===== src/rtl/pattern_scan_controller.sv =====
// Byte-stream front end that serialises bytes MSB-first into a programmable
// serial pattern matcher, counting matches and stopping at a match target.
module pattern_scan_controller #(
    parameter int PAT_MAX = 8,
    parameter int CNT_W   = 8,
    localparam int LEN_W  = $clog2(PAT_MAX) + 1
) (
    input  logic               clk,
    input  logic               reset,
    input  logic               cfg_we,
    input  logic [PAT_MAX-1:0] cfg_pattern,
    input  logic [LEN_W-1:0]   cfg_len,
    input  logic               cfg_overlap,
    input  logic [CNT_W-1:0]   cfg_target,
    input  logic               start,
    input  logic               abort,
    input  logic               in_valid,
    input  logic [7:0]         in_data,
    output logic               in_ready,
    output logic               bit_valid,
    output logic               bit_out,
    output logic               match,
    output logic [CNT_W-1:0]   match_count,
    output logic               busy,
    output logic               done,
    output logic [1:0]         state_dbg
);

    typedef enum logic [1:0] {
        IDLE  = 2'd0,
        ARMED = 2'd1,
        SHIFT = 2'd2,
        DONE  = 2'd3
    } state_t;

    state_t             state;
    logic [PAT_MAX-1:0] pat_q;
    logic [LEN_W-1:0]   len_q;
    logic               ovl_q;
    logic [CNT_W-1:0]   tgt_q;
    logic [PAT_MAX-1:0] hist;
    logic [LEN_W-1:0]   fill;
    logic [7:0]         shreg;
    logic [2:0]         bit_idx;

    logic [LEN_W-1:0]   len_eff;
    logic [PAT_MAX-1:0] hist_next;
    logic [PAT_MAX-1:0] len_mask;
    logic [LEN_W-1:0]   fill_inc;
    logic [LEN_W-1:0]   fill_after;
    logic [CNT_W-1:0]   count_next;
    logic               hit;
    logic               target_hit;

    assign state_dbg = state;

    // A zero length would never match; oversize lengths cannot exceed the history.
    always_comb begin
        if (cfg_len == '0) begin
            len_eff = LEN_W'(1);
        end else if (cfg_len > LEN_W'(PAT_MAX)) begin
            len_eff = LEN_W'(PAT_MAX);
        end else begin
            len_eff = cfg_len;
        end
    end

    always_comb begin
        hist_next = {hist[PAT_MAX-2:0], bit_out};
        fill_inc  = (fill == LEN_W'(PAT_MAX)) ? fill : fill + 1'b1;
        for (int i = 0; i < PAT_MAX; i++) begin
            len_mask[i] = (i < int'(len_q));
        end
        hit        = (fill_inc >= len_q) && ((hist_next & len_mask) == (pat_q & len_mask));
        fill_after = (hit && !ovl_q) ? '0 : fill_inc;
        count_next = match_count;
        if (hit && (match_count != '1)) begin
            count_next = match_count + 1'b1;
        end
        target_hit = hit && (tgt_q != '0) && (count_next == tgt_q);
    end

    // Byte handshake: a byte transfers on a rising edge where in_valid and in_ready
    // are both high; in_ready is high only while ARMED and in_data is taken as is.
    always_ff @(posedge clk) begin
        if (reset) begin
            state       <= IDLE;
            pat_q       <= '0;
            len_q       <= LEN_W'(1);
            ovl_q       <= 1'b1;
            tgt_q       <= '0;
            hist        <= '0;
            fill        <= '0;
            shreg       <= '0;
            bit_idx     <= '0;
            match_count <= '0;
            in_ready    <= 1'b0;
            bit_valid   <= 1'b0;
            bit_out     <= 1'b0;
            match       <= 1'b0;
            busy        <= 1'b0;
            done        <= 1'b0;
        end else begin
            match <= 1'b0;
            if (abort) begin
                state     <= IDLE;
                in_ready  <= 1'b0;
                bit_valid <= 1'b0;
                bit_out   <= 1'b0;
                busy      <= 1'b0;
                done      <= 1'b0;
            end else begin
                case (state)
                    IDLE, DONE: begin
                        if (cfg_we && (state == IDLE)) begin
                            pat_q <= cfg_pattern;
                            len_q <= len_eff;
                            ovl_q <= cfg_overlap;
                            tgt_q <= cfg_target;
                        end
                        if (start) begin
                            state       <= ARMED;
                            hist        <= '0;
                            fill        <= '0;
                            match_count <= '0;
                            in_ready    <= 1'b1;
                            bit_valid   <= 1'b0;
                            bit_out     <= 1'b0;
                            busy        <= 1'b1;
                            done        <= 1'b0;
                        end
                    end
                    ARMED: begin
                        if (in_valid) begin
                            state     <= SHIFT;
                            shreg     <= in_data;
                            bit_idx   <= 3'd7;
                            in_ready  <= 1'b0;
                            bit_valid <= 1'b1;
                            bit_out   <= in_data[7];
                        end
                    end
                    SHIFT: begin
                        hist        <= hist_next;
                        fill        <= fill_after;
                        match       <= hit;
                        match_count <= count_next;
                        if (target_hit) begin
                            state     <= DONE;
                            bit_valid <= 1'b0;
                            bit_out   <= 1'b0;
                            busy      <= 1'b0;
                            done      <= 1'b1;
                        end else if (bit_idx == 3'd0) begin
                            state     <= ARMED;
                            in_ready  <= 1'b1;
                            bit_valid <= 1'b0;
                            bit_out   <= 1'b0;
                        end else begin
                            bit_idx <= bit_idx - 3'd1;
                            bit_out <= shreg[bit_idx - 3'd1];
                        end
                    end
                    default: state <= IDLE;
                endcase
            end
        end
    end

endmodule


===== config.mk =====
export PLATFORM = sky130hd
export DESIGN_NAME = pattern_scan_controller
export DESIGN_NICKNAME = d
export VERILOG_FILES = /design/src/rtl/pattern_scan_controller.sv
export SDC_FILE = /design/constraint.sdc
export NUM_CORES = 1
export LEC_CHECK = 0
export BUFFER_PORTS_ARGS = -buffer_cell sky130_fd_sc_hd__buf_2
export CORE_MARGIN = 2
export CORE_UTILIZATION = 51
export DETAILED_ROUTE_END_ITERATION = 8
export PLACE_DENSITY_LB_ADDON = 0.05
export SETUP_SLACK_MARGIN = 0.3
export SLEW_MARGIN = 40
export SYNTH_ARGS = -nofsm -noshare
export SYNTH_HDL_FRONTEND = slang
export SYNTH_SLANG_ARGS = --single-unit

===== constraint.sdc =====
create_clock -name clk -period 3.2 [get_ports clk]
set_input_delay 0.64 -clock clk [delete_from_list [all_inputs] [get_ports clk]]
set_output_delay 0.64 -clock clk [all_outputs]
set_load 0.005 [all_outputs]

; ---- Word-level counts from Yosys, hierarchy flattened
; Index checks and enable logic that the tools add are counted.
[word_totals]
regBits = 59
word_cells = 111
[classes]
n_addsub = 3
magnitude_cmp = 11
eq_ne = 14
n_mux = 39
bitwise = 4
reduce_logical = 24
[op_table]
columns = op, n
row1 = $mux 4, 5
row2 = $and 8x8->8, 2
row3 = $eq 8x8->1, 2
row4 = $lt 3x4->1 const A, 4
row5 = $mux 8, 2
row6 = $pmux 8 s2, 1
row7 = $reduce_and 3->1, 5
row8 = $mux 1, 14
row9 = $pmux 7 s2, 1
row10 = $ne 2x2->1 const B, 6
row11 = $mux 3, 3
row12 = $pmux 1 s3, 3
row13 = $add 8x1->8 const B, 1
row14 = $lt 1x4->1 const A, 2
row15 = $lt 2x4->1 const A, 2
row16 = $mux 2, 4
row17 = $ne 8x8->1 const B, 1
row18 = $pmux 4 s2, 1
row19 = $reduce_bool 8->1, 1
row20 = $logic_and 1x1->1, 6
row21 = $pmux 2 s3, 1
row22 = $pmux 3 s2, 1
row23 = $reduce_and 5->1, 1
row24 = $add 4x1->4 const B, 1
row25 = 20 further kinds, 25

; ---- Logic depth before layout (Yosys ltp)
; Gate-level depths: netlist (run 1).
[logic_depth]
ltp_word = 10
mapped_depth = 17
depth_no_buf = 15

; ---- Least setup slack after synthesis (run 1)
; OpenSTA, ideal clock, no wires.
[synth_path]
path_kind = register -> register
start = register fill[0]
end = register bit_idx[0]
arrival_time_ps = 3147
slack_ps = -82
stages_incl_launch_ff = 18
path_buffers = 2
synth_period_minus_slack_ps = 3282
cell_sequence = dfxtp_1 inv_1 ha_1 nand2_1 or2_2 xnor2_1 inv_1 ha_1 nand2b_1 a2111oi_0 a211oi_1 and3_1 buf_6 o32ai_4 o211ai_2 buf_6 a211oi_1 a2111oi_2
[synth_via]
elab_chain_cells = 10
word_cells_on_any_way = 12
cone_classes = add/sub (1) / order compare (1) / eq/ne (3) / mux (2) / reduce/logical (5)
[synth_rtl]
columns = element, line
row1 = start: declaration, 42  ; logic [LEN_W-1:0] fill;
row2 = start signal: assignment, 145  ; fill <= fill_after;
row3 = $add 4x1->4 / $eq 4x4->1 (equally long branches), 70  ; fill_inc = (fill == LEN_W'(PAT_MAX)) ? fill : fill + 1'b1;
row4 = $mux 4 *, 70
row5 = $ge 4x4->1 *, 74  ; hit = (fill_inc >= len_q) && ((hist_next & len_mask) == (pat_q & len_mask));
row6 = $logic_and 1x1->1 *, 74
row7 = $logic_and 1x1->1, 77  ; if (hit && (match_count != '1)) begin
row8 = $mux 8, 77
row9 = $eq 8x8->1, 80  ; target_hit = hit && (tgt_q != '0) && (count_next == tgt_q);
row10 = $logic_and 1x1->1 *, 80
row11 = $ne 2x2->1 (no source line) *, n/a
row12 = $reduce_and 5->1 (no source line) *, n/a
row13 = end signal: assignment, 160  ; bit_idx <= bit_idx - 3'd1;
row14 = end: declaration, 44  ; logic [2:0] bit_idx;
; Every way passes the cells marked *; elsewhere a longest branch is shown, timed or not.
; A chain may end at the register's enable or synchronous reset.

; ---- Final worst setup path (run 1)
[layout_path]
start = register fill[0]
end = register bit_valid
[layout_via]
elab_chain_cells = 10
word_cells_on_any_way = 14
cone_classes = add/sub (1) / order compare (1) / eq/ne (3) / mux (4) / reduce/logical (5)
[layout_rtl]
columns = element, line
row1 = $add 4x1->4 / $eq 4x4->1 (equally long branches), 70
row2 = $mux 4 *, 70
row3 = $ge 4x4->1 *, 74
row4 = $logic_and 1x1->1 *, 74
row5 = $logic_and 1x1->1, 77
row6 = $mux 8, 77
row7 = $eq 8x8->1, 80
row8 = $logic_and 1x1->1 *, 80
row9 = $ne 3x3->1 (no source line) / $mux 1 (equally long branches), n/a
row10 = $reduce_and 3->1 (no source line) / $pmux 1 s3 (equally long branches), n/a
row11 = end signal: assignment, 98  ; bit_valid <= 1'b0;
row12 = end signal: assignment, 108  ; bit_valid <= 1'b0;
row13 = end signal: assignment, 127  ; bit_valid <= 1'b0;
row14 = end: declaration, 20  ; output logic bit_valid,
; Marked as above.

==> run_results.csv, run 1 <==
group,metric,value,unit
clock_tree,clk_latency,340,ps
synth,ys_async_sr_fraction,0,%
power_and_ir_drop,ir_worst_vdd,0.000385,V
worst_hold_path,hp-class,"reg -> reg",
sta,relSlewSlack,52.0,%
clock_tree,cts_tree,"built",
detailed_routing,num_vias,3152,
global_route,grt_max_degree,55,
placed_design,port_buffers,50,
die,ios,51,
die,row_count,29,
detailed_routing,finalWirelength,8550,um
placed_design,gp_congestion,0.891,
run_status,run_status,"completed",
die,start_util,52.5,%
sta,hold_violations,0,
sta,setup_viol,0,
clock_tree,cts_made_buffers,9,
synth,synth-seq-area-share,35.6,%
synth,yosysTopAreaCell,"dfxtp_1",
detailed_routing,antenna_left,0,
detailed_routing,wl_met3,448,um
die,die_x,84.6,um
detailed_routing,wl_per_cell,15.6,um
global_route,grt_pass1_wl,13800,um
synth,synth_cells,403,
sta,post-route-period-util,96.2,%
critical_path,worstPathArrival,3310,ps
sta,maxSlewViolCount,0,
synth,ys_top_cells_by_area,"dfxtp_1 (36%), nand2_1 (6.9%), a21oi_1 (6.0%)",
power_and_ir_drop,p_leak,0.00169,uW
clock_tree,cts_sinks,59,
synth,ys_warn_count,0,
cells_and_area,drive_gt1_share,29.5,%
placed_design,hpwl,5850,um
critical_path,required,3430,ps
sta,skew,9.03,ps
global_route,grt_pass1_vias,2855,
die,die_y,84.6,um
global_route,grt_usage,24.0,%
clock_tree,clock_path_buffers,2,
detailed_routing,vias_per_cell,5.75,
critical_path,startpoint_type,"flip-flop",
sta,fmax,0.325,GHz
critical_path,worstSetupPathType,"reg -> reg",
critical_path,cp_max_fo,4,
detailed_routing,highest_layer,"met4",
sta,timing.final.ws_setup,123,ps
synth,avgSynthCellArea,8.22,um2
flow_run,maxCapViolations,0,
cells_and_area,nets,514,
detailed_routing,wl_met1,4000,um
global_route,antenna_found_initial,0,
die,core_area,6310,um2
global_route,overflow,0,
synth,synth_top_area_share,35.6,%
clock_tree,root_buffer,"clkbuf_8",
synth,synthFlopType,"dfxtp_1",
detailed_routing,firstDrtPassIters,5,
detailed_routing,drt_iter0_markers,160,
placed_design,dp_slack,49.2,ps
detailed_routing,route.detailed.drc,0,
clock_tree,clk_pin_slew,70,ps
synth,synthDistinctLibCells,59,
synth,ys_seq_elements,59,
synth,synthesis.area,3310,um2
clock_tree,ctsHtreeMaxLevel,3,
synth,synth_nets,451,
synth,synth-edff-count,0,
cells_and_area,antenna_cells,0,
critical_path,rrSetupSlack,120,ps
sta,worst_pin_slew,712,ps
power_and_ir_drop,power_density,449,nW/um2
synth,synthMostInstantiatedCell,"nand2_1",
cells_and_area,fin_area,4240,um2
die,die_area,7160,um2
synth,synth_common_cells,"nand2_1 (61), dfxtp_1 (59), a21oi_1 (40)",
sta,period_minus_slack,3080,ps
placed_design,placed_area,3750,um2
critical_path,cp-end-kind,"flip-flop",
power_and_ir_drop,p_total,1900,uW
detailed_routing,wl_met2,3990,um
cells_and_area,area_growth,27.9,%
sta,rsz0062_at_grt,"true",
sta,final.setup.tns,0,ps
## worst paths after layout
kind | startpoint | endpoint | cells past startpoint
worst max-delay path | fill[0]$_SDFFE_PP0P_ | bit_valid$_SDFFE_PP0P_ | 16
worst min-delay path | hist[6]$_SDFFE_PP0P_ | hist[6]$_SDFFE_PP0P_ | 2
worst max register to register | fill[0]$_SDFFE_PP0P_ | bit_valid$_SDFFE_PP0P_ | 16
worst min register to register | hist[6]$_SDFFE_PP0P_ | hist[6]$_SDFFE_PP0P_ | 2
## report_power, final
part           leakage (uW)  internal, uW  switching (uW)  total (uW)
Clock              0.000113           519             315         833
Combinational       0.00110           140             157         297
Sequential         0.000479           754            19.7         773
Total               0.00169          1410             491        1900
## logic make-up (layout without fill, tap and decap cells)
group,Yosys count,after routing,share of synthesized area [%]
DFF,59,59,35.6
xor gates and xnor gates,19,19,5.02
and+or+nand+nor,157,157,23.7
adders and majority gates,13,13,4.91
buffers and inverters,39,107,4.95
muxes,14,14,4.98
AOI/OAI and AO/OA,102,102,20.8
## placed cells by master (no fill, tap or decap), types with 4 or more instances in the layout
cell type  count
nor4_1         5
buf_2         49
a211oi_2       4
nand2_1       59
xor2_1         8
and2_1         5
nand3_1       12
o21ai_0       11
buf_6          6
a22oi_1        7
nor2_1        28
ha_1          12
inv_1         13
nand2b_1       4
clkbuf_8       9
mux2i_1       12
a21oi_1       39
buf_4         21
nand3b_1       4
xnor2_1       10
dfxtp_1       57
nand4_1        6
## what timing repair did
action                                  4_1_cts  5_1_grt
setup buffers                                 1        6
resized for setup                             5       42
pin swaps                                     5       18
gates cloned                                  0        1
endpoints found under the setup margin       10       22
hold buffers                                  0        0
## final cells by class
type                    instances  area, um2
flip-flops and latches         59       1180
clock inverters                 6        114
well taps                      77       96.3
inverters                      15       56.3
multi-input cells             305       2190
repair buffers                 76        470
clock buffers                  10        128
fillers                       544       2080
## worst max-delay path: stages (launching register included)
cell       delay, ps
dfxtp_2          320
inv_2             70
ha_4             130
nand2_2           50
or2_4            230
xnor2_2          160
inv_1             60
ha_1             260
nand2b_4         140
a2111oi_4        290
a211oi_2          90
and3_4           220
and4_4           170
o211ai_4         240
buf_4            170
a31oi_4          100
o221a_2          270
## sequential cells by signal, indices dropped and copies added, names as in the netlist, 2 cells and up
signal	flops
len_q	4
pat_q	8
bit_idx	3
state_dbg	2
shreg	8
hist	7
fill	4
match_count	8
tgt_q	8
## layer usage
metal  up-vias  GRT usage, %
met4         0          6.35
li1       1573             -
met1      1466          34.3
met5         -             0
met3        15          5.80
met2        98          36.2
## stage by stage
step	instances	utilization (%)	hold WS, ps
finish	548	67.1	467
global placement	524	59.4	451
detailed placement	524	59.4	459
global route	548	67.1	485
CTS	541	63.6	469
floorplan	403	-	439
Power figures use the tool's default switching activity.
==> run 2: changes to the inputs <==
ABC_AREA = 1   (was unset)
ABC_CLOCK_PERIOD_IN_PS = 3200   (was unset)
CORE_UTILIZATION = 52   (was 51)
==> run 2 against run 1 <==
Net effect: final cell count rose by 18%; critical path type unchanged; sequential share of layout area down 0.31 points; worst hold slack got worse by 5.2 ps; setup slack gained 210 ps; clock skew down 0.93 ps; core utilization is 0.44 points higher; synthesized cell count grew 24%; area after synthesis up 2.8%.
==> run_results.csv, run 2 <==
group,metric,value,unit
die,ios,51,
critical_path,crit_family,"simple AND/OR/NAND/NOR gates",
critical_path,required,3490,ps
detailed_routing,antenna_left,0,
sta,rsz0062_at_grt,"true",
critical_path,ff2ff_path_depth,22,
cells_and_area,drive_gt1_share,29.1,%
placed_design,dp_slack,139,ps
synth,ys_async_sr_fraction,0,%
synth,synth_nets,548,
synth,synth-seq-area-share,34.7,%
critical_path,cp-end-kind,"flip-flop",
synth,synthesis.area,3410,um2
power_and_ir_drop,power_density,486,nW/um2
critical_path,crit_slowest_cell,"dfxtp_2",
clock_tree,root_buffer,"clkbuf_8",
global_route,grt_usage,24.1,%
detailed_routing,route.detailed.drc,0,
clock_tree,cts_made_buffers,9,
detailed_routing,firstDrtPassIters,5,
synth,synthDistinctLibCells,33,
power_and_ir_drop,switching_share,29.1,%
clock_tree,cts-hold-fix-buffers,0,
die,core_area,6350,um2
power_and_ir_drop,ir_worst_vdd,0.000343,V
sta,worst_pin_slew,671,ps
sta,setup_viol,0,
sta,timing.final.ws_setup,334,ps
detailed_routing,num_vias,3411,
synth,synth_common_cells,"nand2_1 (116), inv_1 (67), dfxtp_1 (59)",
critical_path,worstSetupPathType,"reg -> reg",
sta,post-route-period-util,89.6,%
clock_tree,cts_tree,"built",
worst_hold_path,hp-class,"reg -> reg",
critical_path,cp_num_cells,22,
critical_path,cpPeakStageDelay,330,ps
placed_design,port_buffers,50,
synth,yosysTopAreaCell,"dfxtp_1",
synth,avgSynthCellArea,6.81,um2
die,row_count,29,
sta,skew,8.10,ps
die,die_x,84.9,um
flow_run,maxCapViolations,0,
power_and_ir_drop,p_sw,607,uW
clock_tree,clk_pin_slew,70,ps
synth,synth-edff-count,0,
cells_and_area,area_growth,26.0,%
clock_tree,clk_latency,350,ps
placed_design,hpwl,5960,um
cells_and_area,antenna_cells,0,
synth,ys_top_cells_by_area,"dfxtp_1 (35%), nand2_1 (13%), a21oi_1 (7.8%)",
global_route,antenna_found_initial,0,
placed_design,placed_area,3730,um2
worst_hold_path,min_path_cells,2,
global_route,overflow,0,
critical_path,startpoint_type,"flip-flop",
cells_and_area,final_common_cell,"nand2_1",
detailed_routing,vias_per_cell,5.26,
power_and_ir_drop,internal_power,1480,uW
critical_path,rrSetupSlack,330,ps
sta,maxSlewViolCount,0,
synth,synthFlopType,"dfxtp_1",
sta,relSlewSlack,55.2,%
synth,ys_warn_count,0,
power_and_ir_drop,power_frac_seq,37.5,%
synth,synthMostInstantiatedCell,"nand2_1",
cells_and_area,nFillCells,592,
power_and_ir_drop,pwr-share-comb,22.0,%
clock_tree,cts_sinks,59,
clock_tree,ctsHtreeMaxLevel,3,
sta,period_minus_slack,2870,ps
power_and_ir_drop,p_leak,0.00188,uW
cells_and_area,fin_area,4290,um2
synth,synth_cells,500,
sta,final.setup.tns,0,ps
die,start_util,53.6,%
critical_path,cp_max_fo,7,
global_route,grt_max_degree,38,
critical_path,path_buf_inv,4,
detailed_routing,wl_per_cell,13.6,um
die,die_area,7210,um2
global_route,grt_pass1_vias,3105,
run_status,run_status,"completed",
synth,ys_seq_elements,59,
critical_path,worstPathArrival,3160,ps
detailed_routing,finalWirelength,8850,um
global_route,grt_pass1_wl,14000,um
cells_and_area,nets,614,
synth,synth_top_area_share,34.7,%
power_and_ir_drop,power_frac_clock,40.4,%
placed_design,gp_congestion,0.863,
sta,fmax,0.349,GHz
sta,hold_violations,0,
detailed_routing,drt_iter0_markers,169,
cells_and_area,final_cell_mix,"nand2_1 (103), inv_1 (61), dfxtp_1 (56), a21oi_1 (51), buf_2 (50)",
clock_tree,clock_path_buffers,2,
die,die_y,84.9,um
critical_path,path_cells,"inv_2 -> ha_4 -> nand2_4 -> nor2_4 -> xor2_2 -> inv_2 -> ha_4 -> o21bai_1 -> nand3_1 -> nand3_2 -> nand4_4 -> buf_6 -> nand2_4 -> nand3_2 -> nand2_2 -> nand2_2 -> nor2_4 -> nand3_4 -> buf_4 -> nand4_1 -> nand2_1 -> nor2_1",
[run 2: cell types whose count changed after synthesis, moves of 6 or more]
| cell | delta |
|---|---|
| a22oi_1 | -8 |
| nor2_2 | +6 |
| clkbuf_1 | -6 |
| mux2i_1 | -12 |
| nand3_2 | +7 |
| inv_1 | +52 |
| nor2_1 | +12 |
| a21oi_1 | +13 |
| xnor2_1 | -9 |
| nand3_1 | +18 |
| nand2_2 | +10 |
| o21ai_0 | +16 |
| nand2_1 | +55 |
[run 2: timing repair]
action / CTS / global route
pin swaps: 13 / 27
endpoints found under the hold margin: 0 / 0
endpoints found under the setup margin: 10 / 10
resized for setup: 12 / 45
buffers inserted: 8 / 6
[run 2: layout make-up]
class	count	area [um2]	area share, %
well taps	77	96.3	2.25
flip-flops and latches	59	1180	27.6
multi-input cells	356	2090	48.7
clock inverters	5	100	2.33
clock buffers	11	141	3.30
inverters	71	267	6.21
repair buffers	69	412	9.59
[run 2: power groups by stage]
stage | Combinational (uW) | Sequential, uW | Clock, uW
6_report | 460 | 782 | 843
5_1_grt | 505 | 786 | 885
4_1_cts | 391 | 781 | 856
3_5_place_dp | 354 | 797 | 0
3_3_place_gp | 347 | 797 | 0
2_1_floorplan | 274 | 792 | 0
[run 2: worst reg2reg max path, cell delays in order (launching register included)]
cell and delay [ps]:
dfxtp_2 330, inv_2 80, ha_4 130, nand2_4 60, nor2_4 130, xor2_2 220, inv_2 70, ha_4 150
o21bai_1 120, nand3_1 100, nand3_2 110, nand4_4 200, buf_6 180, nand2_4 70, nand3_2 80, nand2_2 100
nand2_2 70, nor2_4 120, nand3_4 130, buf_4 160, nand4_1 60, nand2_1 50, nor2_1 100
[run 2: through the flow]
stage	hold WS (ps)	total power (uW)	util [%]	cells
2_1_floorplan	429	1070	-	500
3_3_place_gp	443	1140	58.7	618
3_5_place_dp	454	1150	58.7	618
4_1_cts	468	2030	64.0	642
5_1_grt	484	2180	67.6	648
6_report	462	2080	67.6	648
[run 2: layer usage]
layer,global-route usage (%),vias up,wire length [um]
met3,4.47,18,373
li1,-,1744,-
met1,31.5,1560,4070
met4,10.7,0,238
met2,39.0,89,4160
met5,0,-,0
[run 2: final timing paths]
kind / from / end
worst max register to register: fill[0]$_SDFFE_PP0P_ / bit_idx[2]$_SDFFE_PP0P_
worst min register to register: shreg[0]$_SDFFE_PP0P_ / shreg[0]$_SDFFE_PP0P_
worst min-delay path: shreg[0]$_SDFFE_PP0P_ / shreg[0]$_SDFFE_PP0P_
worst max-delay path: fill[0]$_SDFFE_PP0P_ / bit_idx[2]$_SDFFE_PP0P_
[run 2: logic make-up (layout without fill, tap and decap cells)]
kind of cell	after synthesis	count (layout)	share of synthesized area, %
AND/OR/NAND/NOR	240	240	33.9
AO/OA/AOI/OAI	95	95	15.0
buffers and inverters	85	156	9.59
flip-flops	59	59	34.7
adder cells (fa/ha/maj)	13	13	4.78
XOR/XNOR	8	8	2.06
==> run 3: changes to the inputs <==
CORE_MARGIN = 3   (was 2)
==> run 3 against run 2 <==
Net effect: first-iteration DRC count up 14%; final cell count is 1.4% lower; wire length is 2.5% lower; via count decreased by 0.26%; largest power group is now registers; sequential power is essentially flat; critical endpoint is now bit_valid$_SDFFE_PP0P_; setup slack worse by 51 ps; worst hold slack worse by 4.4 ps; final area is 1.5% lower.
==> run_results.csv, run 3 (synthesis results as in run 2) <==
group,metric,value,unit
clock_tree,cts_made_buffers,9,
clock_tree,cts_tree,"built",
sta,skew,7.22,ps
worst_hold_path,hp-class,"reg -> reg",
global_route,gr-usage-met1,30.0,%
detailed_routing,wl_per_cell,13.5,um
power_and_ir_drop,power_density,468,nW/um2
critical_path,cp_max_fo,6,
sta,hold_violations,0,
critical_path,reg2reg_to,"bit_valid$_SDFFE_PP0P_",
detailed_routing,antenna_left,0,
detailed_routing,route.detailed.drc,0,
critical_path,cp-end-kind,"flip-flop",
cells_and_area,drive_gt1_share,28.4,%
global_route,top_usage_layer,"met2",
clock_tree,root_buffer,"clkbuf_8",
cells_and_area,antenna_cells,0,
sta,setup_viol,0,
critical_path,required,3420,ps
worst_hold_path,min_path_cells,2,
placed_design,hpwl,6070,um
power_and_ir_drop,power_frac_clock,36.6,%
critical_path,worstSetupPathType,"reg -> reg",
critical_path,ff2ff_path_depth,21,
power_and_ir_drop,p_leak,0.00184,uW
cells_and_area,area_growth,24.1,%
die,start_util,55.6,%
placed_design,port_buffers,50,
clock_tree,ctsHtreeMaxLevel,3,
detailed_routing,firstDrtPassIters,5,
cells_and_area,final_cell_mix,"nand2_1 (101), inv_1 (63), dfxtp_1 (57), a21oi_1 (50), buf_2 (50)",
critical_path,startpoint_type,"flip-flop",
critical_path,worstSetupEndpoint,"bit_valid$_SDFFE_PP0P_",
detailed_routing,finalWirelength,8620,um
clock_tree,clk_latency,340,ps
critical_path,worstPathArrival,3130,ps
global_route,overflow,0,
detailed_routing,drt_iter0_markers,193,
die,die_area,7560,um2
power_and_ir_drop,internal_power,1370,uW
die,die_y,86.9,um
detailed_routing,num_vias,3402,
sta,worst_pin_slew,638,ps
critical_path,reg2reg_from,"fill[0]$_SDFFE_PP0P_",
power_and_ir_drop,pwr-share-comb,23.9,%
power_and_ir_drop,power_frac_seq,39.6,%
die,die_x,86.9,um
detailed_routing,vias_per_cell,5.32,
power_and_ir_drop,ir_worst_vdd,0.000361,V
global_route,antenna_found_initial,0,
cells_and_area,nets,609,
sta,period_minus_slack,2920,ps
placed_design,placed_area,3730,um2
placed_design,dp_slack,181,ps
die,core_area,6130,um2
sta,relSlewSlack,57.4,%
clock_tree,clock_path_buffers,2,
run_status,run_status,"completed",
global_route,grt_usage,23.0,%
die,ios,51,
power_and_ir_drop,p_total,1980,uW
sta,rsz0062_at_grt,"true",
sta,timing.final.ws_setup,283,ps
power_and_ir_drop,switching_share,30.8,%
global_route,met3_usage,3.50,%
clock_tree,cts_sinks,59,
critical_path,rrSetupSlack,280,ps
clock_tree,clk_pin_slew,60,ps
global_route,grt_max_degree,38,
sta,maxSlewViolCount,0,
global_route,grt_use_met2,38.0,%
flow_run,maxCapViolations,0,
global_route,grt_pass1_wl,13900,um
global_route,grt_pass1_vias,3189,
placed_design,gp_congestion,0.889,
sta,fmax,0.343,GHz
sta,final.setup.tns,0,ps
clock_tree,cts-hold-fix-buffers,0,
cells_and_area,final_core_util,69.0,%
power_and_ir_drop,p_sw,609,uW
sta,post-route-period-util,91.1,%
cells_and_area,fin_area,4230,um2
critical_path,setup.worst_path.start,"fill[0]$_SDFFE_PP0P_",
cells_and_area,final_common_cell,"nand2_1",
die,row_count,28,
==> run 3: changes by cell type in the layout (fill, tap and decap cells not counted), sizes merged <==
cell | before | now
bufinv | 3 | 2
clkinvlp | 0 | 2
clkinv | 2 | 1
clkbuf | 11 | 9
buf | 69 | 64
==> run 3: power by group through the flow <==
stage | clock [uW] | sequential, uW | combinational (uW)
detailed placement | 0 | 798 | 356
CTS | 732 | 782 | 371
finish | 723 | 782 | 472
global route | 763 | 786 | 523
floorplan | 0 | 792 | 274
global placement | 0 | 797 | 347
==> run 3: area by class of cell <==
| cell class | instances | area, um2 |
|---|---|---|
| Multi-Input combinational cell | 356 | 2100 |
| Timing Repair Buffer | 64 | 374 |
| Inverter | 71 | 269 |
| Clock inverter | 5 | 80.1 |
| Tap cell | 75 | 93.8 |
| Fill cell | 547 | 1900 |
| Clock buffer | 9 | 124 |
| Sequential cell | 59 | 1180 |
==> run 3: critical path, stage by stage, from the launching register on <==
cell,delay [ps]
dfxtp_2,340
inv_2,80
ha_4,140
nand2_4,50
nor2_4,130
xor2_2,170
inv_1,60
ha_2,310
nand4_1,90
nand3_2,110
nand4_4,220
buf_6,210
nand2_4,60
o21ai_4,60
nand2_2,90
nand2_2,60
nor2_4,140
nand3_4,140
nand2_4,120
nand2_4,70
nand2_2,90
a21oi_2,40
==> run 3: per-layer routing <==
layer / vias up / part of all wire, %
met5: - / 0
met4: 0 / 1.7
met3: 16 / 5.0
met2: 106 / 47
met1: 1559 / 46
li1: 1721 / -
==> run 3: per-stage QoR <==
| step | std cells | hold slack [ps] |
|---|---|---|
| after global routing | 639 | 484 |
| after floorplan | 500 | 429 |
| after CTS | 634 | 463 |
| after global placement | 616 | 447 |
| after detailed placement | 616 | 453 |
| final | 639 | 457 |
==> run 3: how the worst min path moves through the flow <==
stage / start / to / slack (ps)
6_report: bit_valid$_SDFFE_PP0P_ / bit_valid$_SDFFE_PP0P_ / 460
5_1_grt: bit_valid$_SDFFE_PP0P_ / bit_valid$_SDFFE_PP0P_ / 480
4_1_cts: shreg[6]$_SDFFE_PP0P_ / shreg[6]$_SDFFE_PP0P_ / 460
3_5_place_dp: shreg[6]$_SDFFE_PP0P_ / shreg[6]$_SDFFE_PP0P_ / 450
3_3_place_gp: shreg[6]$_SDFFE_PP0P_ / shreg[6]$_SDFFE_PP0P_ / 450
2_1_floorplan: shreg[0]$_SDFFE_PP0P_ / shreg[0]$_SDFFE_PP0P_ / 430
==> run 3: timing repair <==
item | 4_1_cts | 5_1_grt
endpoints found under the hold margin | 0 | 0
buffers inserted | 4 | 5
gates resized for setup | 0 | 62
pin swaps | 2 | 30
endpoints found under the setup margin | 10 | 10
